<file path="config.mk">
export PLATFORM = sky130hd
export DESIGN_NAME = mem_arbiter
export DESIGN_NICKNAME = d
export VERILOG_FILES = /design/src/rtl/mem_arbiter_pkg.sv /design/src/rtl/rr_arbiter2.sv /design/src/rtl/mem_arbiter.sv
export SDC_FILE = /design/constraint.sdc
export NUM_CORES = 1
export LEC_CHECK = 0
export BUFFER_PORTS_ARGS = -buffer_cell sky130_fd_sc_hd__buf_2
export CAP_MARGIN = 20
export CORE_MARGIN = 2
export CORE_UTILIZATION = 44
export CTS_CLUSTER_SIZE = 40
export DETAILED_ROUTE_END_ITERATION = 16
export GPL_TIMING_DRIVEN = 0
export PLACE_DENSITY = 0.76
export SETUP_SLACK_MARGIN = 0.1
export SLEW_MARGIN = 40
export SYNTH_ARGS = -nofsm -noshare
export SYNTH_HDL_FRONTEND = slang
export SYNTH_SLANG_ARGS = --single-unit
</file>
<file path="constraint.sdc">
create_clock -name clk -period 4 [get_ports clk]
set_input_delay 0.8 -clock clk [delete_from_list [all_inputs] [get_ports clk]]
set_output_delay 0.8 -clock clk [all_outputs]
set_load 0.01 [all_outputs]
</file>
<file path="src/rtl/mem_arbiter_pkg.sv">
// Shared definitions for the memory arbiter: FSM states, RAM data-type codes,
// the default wait limit and the access alignment rule.
package mem_arbiter_pkg;

   typedef enum logic [1:0] {
      IDLE     = 2'd0,
      SETUP    = 2'd1,
      WAIT_MOC = 2'd2,
      DONE     = 2'd3
   } state_t;

   localparam logic [1:0] DT_BYTE = 2'b00;
   localparam logic [1:0] DT_HALF = 2'b01;
   localparam logic [1:0] DT_WORD = 2'b10;

   localparam int TIMEOUT_DEFAULT = 15;

   // Reserved size codes count as unusable, so they are rejected like misalignment.
   function automatic logic isMisaligned(input logic [1:0] dt, input logic [7:0] addr);
      logic bad;
      case (dt)
         DT_BYTE: bad = 1'b0;
         DT_HALF: bad = addr[0];
         DT_WORD: bad = (addr[1:0] != 2'b00);
         default: bad = 1'b1;
      endcase
      return bad;
   endfunction

endpackage

</file>
<file path="src/rtl/rr_arbiter2.sv">
// Two-requester round-robin grant; the last-grant flop favours the other side
// on a tie and starts out favouring the data port.
module rr_arbiter2 (
   input  logic clk,
   input  logic clr,
   input  logic i_reqData,
   input  logic i_reqFetch,
   input  logic i_take,
   output logic o_grantData,
   output logic o_any
);

   logic r_lastData;

   assign o_any       = i_reqData | i_reqFetch;
   assign o_grantData = i_reqData & (~i_reqFetch | ~r_lastData);

   always_ff @(posedge clk or posedge clr) begin
      if (clr) begin
         r_lastData <= 1'b0;
      end else if (i_take && o_any) begin
         r_lastData <= o_grantData;
      end
   end

endmodule

</file>
<file path="src/rtl/mem_arbiter.sv">
// Shares a single RAM port between instruction fetch and data access through a
// four-state handshake FSM with a bounded wait for the RAM completion strobe.
module mem_arbiter
   import mem_arbiter_pkg::*;
#(
   parameter int TIMEOUT = TIMEOUT_DEFAULT
) (
   input  logic        clk,
   input  logic        clr,
   input  logic        if_req,
   input  logic [7:0]  if_addr,
   output logic [31:0] if_rdata,
   output logic        if_ack,
   input  logic        d_req,
   input  logic        d_rw,
   input  logic [7:0]  d_addr,
   input  logic [31:0] d_wdata,
   input  logic [1:0]  d_dt,
   input  logic        d_sign,
   output logic [31:0] d_rdata,
   output logic        d_ack,
   output logic        err,
   output logic        mov,
   output logic        r_w,
   output logic [7:0]  address,
   output logic [31:0] ram_din,
   output logic [1:0]  dt,
   output logic        sign,
   input  logic [31:0] ram_dout,
   input  logic        moc
);

   localparam logic [7:0] LAST_WAIT = 8'(TIMEOUT - 1);

   state_t      r_state;
   logic        r_grantData;
   logic [7:0]  r_count;
   logic        w_grantData;
   logic        w_any;
   logic        w_take;

   assign w_take = (r_state == IDLE);

   rr_arbiter2 u_rr (
      .clk         (clk),
      .clr         (clr),
      .i_reqData   (d_req),
      .i_reqFetch  (if_req),
      .i_take      (w_take),
      .o_grantData (w_grantData),
      .o_any       (w_any)
   );

   // The RAM-side controls are latched at grant, so requester inputs may change
   // (even illegally drop) without disturbing the access in flight.
   always_ff @(posedge clk or posedge clr) begin
      if (clr) begin
         r_state     <= IDLE;
         r_grantData <= 1'b0;
         r_count     <= 8'd0;
         mov         <= 1'b0;
         r_w         <= 1'b1;
         address     <= 8'd0;
         ram_din     <= 32'd0;
         dt          <= DT_BYTE;
         sign        <= 1'b0;
         if_ack      <= 1'b0;
         d_ack       <= 1'b0;
         err         <= 1'b0;
         if_rdata    <= 32'd0;
         d_rdata     <= 32'd0;
      end else begin
         case (r_state)
            IDLE: begin
               if (w_any) begin
                  r_state     <= SETUP;
                  r_grantData <= w_grantData;
                  r_count     <= 8'd0;
                  if (w_grantData) begin
                     r_w     <= d_rw;
                     address <= d_addr;
                     ram_din <= d_wdata;
                     dt      <= d_dt;
                     sign    <= d_sign;
                  end else begin
                     r_w     <= 1'b1;
                     address <= if_addr;
                     ram_din <= 32'd0;
                     dt      <= DT_WORD;
                     sign    <= 1'b0;
                  end
               end
            end
            SETUP: begin
               if (r_grantData && isMisaligned(dt, address)) begin
                  r_state <= DONE;
                  d_ack   <= 1'b1;
                  err     <= 1'b1;
               end else begin
                  r_state <= WAIT_MOC;
                  mov     <= 1'b1;
                  r_count <= 8'd0;
               end
            end
            WAIT_MOC: begin
               if (moc) begin
                  r_state <= DONE;
                  mov     <= 1'b0;
                  err     <= 1'b0;
                  if (r_grantData) begin
                     d_ack <= 1'b1;
                     if (r_w) d_rdata <= ram_dout;
                  end else begin
                     if_ack   <= 1'b1;
                     if_rdata <= ram_dout;
                  end
               end else if (r_count == LAST_WAIT) begin
                  r_state <= DONE;
                  mov     <= 1'b0;
                  err     <= 1'b1;
                  if (r_grantData) d_ack <= 1'b1;
                  else             if_ack <= 1'b1;
               end else begin
                  r_count <= r_count + 8'd1;
               end
            end
            DONE: begin
               r_state <= IDLE;
               if_ack  <= 1'b0;
               d_ack   <= 1'b0;
               err     <= 1'b0;
            end
            default: r_state <= IDLE;
         endcase
      end
   end

endmodule

</file>
==> impl_metrics.env <==
export IMPL_status="finished, final reports clean"
export IMPL_p_leak_uw=0.00357
export IMPL_synthTopCellsByCount="dfrtp_1, mux2_2, a22o_1"
export IMPL_switching_power_uw=1940
export IMPL_setup_violations=0
export IMPL_crit_chain="inv_1 -> ha_1 -> buf_2 -> nand2_1 -> or2_1 -> clkbuf_1 -> buf_2 -> mux2_1"
export IMPL_period_share=0.522
export IMPL_synth_most_common_cell="dfrtp_1"
export IMPL_crit_top_cell="buf_2"
export IMPL_vias=3931
export IMPL_cp_arrival_ns=2.38
export IMPL_post_drt_wl_per_cell_um=17.2
export IMPL_postCtsResizedCells=0
export IMPL_syn_inst=370
export IMPL_worstSetupEndpoint="if_rdata[26]$_DFFE_PP0P_"
export IMPL_power_share_clock=0.283
export IMPL_power_density_nw_per_um2=822
export IMPL_dieArea_um2=12400
export IMPL_slew_headroom=0.672
export IMPL_setup_tns_ns=0
export IMPL_start_util=0.446
export IMPL_startpoint="r_state[0]$_DFFE_PP0P_"
export IMPL_cts_max_path_buffers=2
export IMPL_rows=39
export IMPL_yosysTopAreaCellShare=0.604
export IMPL_drt_wl_total_um=12900
export IMPL_finalClockSkew_ns=0.0135
export IMPL_place_congestion=0.883
export IMPL_use_met1=0.258
export IMPL_synth_edff_count=0
export IMPL_die_w_um=111
export IMPL_use_met2=0.364
export IMPL_num_antenna_cells=0
export IMPL_synth_cell_types=53
export IMPL_synthArstFlopShare=1.00
export IMPL_syn_nets=466
export IMPL_ff2ff_path_depth=8
export IMPL_grt_max_degree=27
export IMPL_p_sw_frac=0.337
export IMPL_fillers=876
export IMPL_rr_startpoint="r_state[0]$_DFFE_PP0P_"
export IMPL_synth_top_area_cell="dfrtp_1"
export IMPL_reg2reg_slack_ns=1.91
export IMPL_h_tree_depth=4
export IMPL_core_um2=11300
export IMPL_setup_worst_path_class="flop to flop"
export IMPL_clock_tree_root_cell="clkbuf_16"
export IMPL_final_max_slew_violation_count=0
export IMPL_fmax_mhz=479
export IMPL_grt_util_met3=0.0804
export IMPL_crit_required_ns=4.29
export IMPL_synth_avg_cell_area_um2=13.7
export IMPL_netlist_area_um2=5050
export IMPL_tightest_slew_ns=0.490
export IMPL_r2r_end="if_rdata[26]$_DFFE_PP0P_"
export IMPL_synth_warnings=0
export IMPL_power_internal_uw=3820
export IMPL_drt_iter0_drc=315
export IMPL_combPwrFrac=0.353
export IMPL_finalCriticalPeriod_ns=2.09
export IMPL_grt_pass1_vias=4085
export IMPL_cts_sinks=123
export IMPL_multi_input_area_um2=1840
export IMPL_via_per_inst=5.24
export IMPL_ant_nets=0
export IMPL_io_buffers=200
export IMPL_syn_to_final_growth_pct=38.5
export IMPL_hold_path_class="input port to asynchronous set/reset pin"
export IMPL_rsz0062_at_grt="no"
export IMPL_end_kind="flop"
export IMPL_final_cells=750
export IMPL_ioPinCount=201
export IMPL_cts_setup_buffers=0
export IMPL_dp_cells=718
export IMPL_clk_latency_ns=0.42
export IMPL_peakVddDrop_v=0.000459
export IMPL_grt_ovfl_total=0
export IMPL_busiest_layer="met2"
export IMPL_netlist_top_cells_area="dfrtp_1, mux2_2, a22o_1"
export IMPL_first_pass_iters=5
export IMPL_numCtsBuffers=17
export IMPL_seq_area_um2=3080
export IMPL_grt_total_usage=0.215
export IMPL_synth_seq_area_share=0.609
export IMPL_drive_gt1_frac=0.498
export IMPL_holdBufCountCts=0
export IMPL_die_h_um=111
export IMPL_crit_slowest_cell="dfrtp_1"
export IMPL_nets=690
export IMPL_grt_pass1_wl_um=20800
export IMPL_synthFlopType="dfrtp_1"
export IMPL_finalHoldViolCount=0
export IMPL_clkTransAtPathRegs_ns=0.06
export IMPL_cpPeakStageDelay_ns=0.39
export IMPL_drc=0
export IMPL_synth_seq_cells=123
export IMPL_dpl_hpwl_um=9590
export IMPL_startpoint_type="flop"
export IMPL_drv_cap=0
export IMPL_crit_fanout=10
export IMPL_antenna_found_initial=0
export IMPL_seqPwrFrac=0.364
export IMPL_tritoncts="done"
layout make-up:
class / instances / area share
buffer: 20 / 0.0139
clock buffer: 19 / 0.0633
clock inverter: 13 / 0.0270
inverter: 10 / 0.00590
multi-input combinational: 217 / 0.263
sequential: 123 / 0.440
tap: 143 / 0.0256
timing repair buffer: 205 / 0.162
per-layer routing:
layer / part of all wire / routed length [um] / up-vias
li1: - / - / 1801
met4: 0.020 / 261 / 0
met2: 0.50 / 6430 / 187
met1: 0.40 / 5180 / 1913
met5: 0 / 0 / -
met3: 0.079 / 1010 / 30
critical path, delay by kind of cell (launching register included):
family / cells / cell delay (ns)
flops: 1 / 0.39
mux: 1 / 0.34
simple gates: 2 / 0.33
buf+inv: 4 / 0.74
fa+ha+maj: 1 / 0.16
power by group through the flow:
stage               registers [uW]  logic [uW]  clock network [uW]
floorplan                     2320         945                   0
global placement              2080        1960                   0
detailed placement            2090        2050                   0
CTS                           2100        2050                1650
global route                  2160        2200                1710
finish                        2100        2030                1630
how the worst min path moves through the flow:
| stage | to | start | slack (ns) |
|---|---|---|---|
| after floorplan | address[2]$_DFFE_PP0P_ | address[2]$_DFFE_PP0P_ | 0.52 |
| after global placement | address[6]$_DFFE_PP0P_ | address[6]$_DFFE_PP0P_ | 0.46 |
| after detailed placement | address[3]$_DFFE_PP0P_ | address[3]$_DFFE_PP0P_ | 0.47 |
| after CTS | ram_din[4]$_DFFE_PP0P_ | clr | 0.42 |
| after global routing | ram_din[5]$_DFFE_PP0P_ | clr | 0.42 |
| final | ram_din[5]$_DFFE_PP0P_ | clr | 0.41 |
cell usage in the layout (no fill, tap or decap), types with 3 or more instances in the layout:
master / n
buf_2: 212
dfrtp_1: 122
mux2_2: 44
a22o_1: 33
nand2_1: 20
mux2_1: 20
clkbuf_16: 17
o21ai_0: 14
inv_1: 9
mux2i_1: 9
clkbuf_1: 8
ha_1: 7
a21oi_1: 5
nor2_1: 5
nand3_1: 5
nor3_1: 4
bufinv_16: 4
buf_16: 4
o21ai_1: 3
o211ai_1: 3
a211oi_1: 3
clkinvlp_4: 3
clkinv_4: 3
kinds of logic (layout without fill, tap and decap cells):
kind of cell | count (synthesis) | in the layout | share of synthesized area
AOI/OAI and AO/OA | 82 | 82 | 0.125
adders and majority gates | 7 | 7 | 0.0173
buffers and inverters | 30 | 267 | 0.0267
DFF | 123 | 123 | 0.609
muxes | 74 | 74 | 0.163
and+or+nand+nor | 54 | 54 | 0.0577
registers in the layout, summed over array words and instances (netlist names):
name and flops:
ram_din 32, r_count 8, mov 1, dt 2, err 1, address 8, sign 1, r_state 2
d_rdata 32, if_rdata 32, if_ack 1, d_ack 1, u_rr.r_lastData 1, r_w 1
stage by stage:
stage	worst slack [ns]	util	total power, uW	cell area, um2	hold WS, ns
after global routing	1.73	0.618	6070	7000	0.422
after global placement	1.04	0.551	4040	6240	0.462
after CTS	1.87	0.618	5800	7000	0.415
final	1.91	0.618	5760	7000	0.413
after detailed placement	1.75	0.562	4150	6370	0.470
after floorplan	1.69	-	3270	5060	0.516
(Power assumes the default switching activity.)
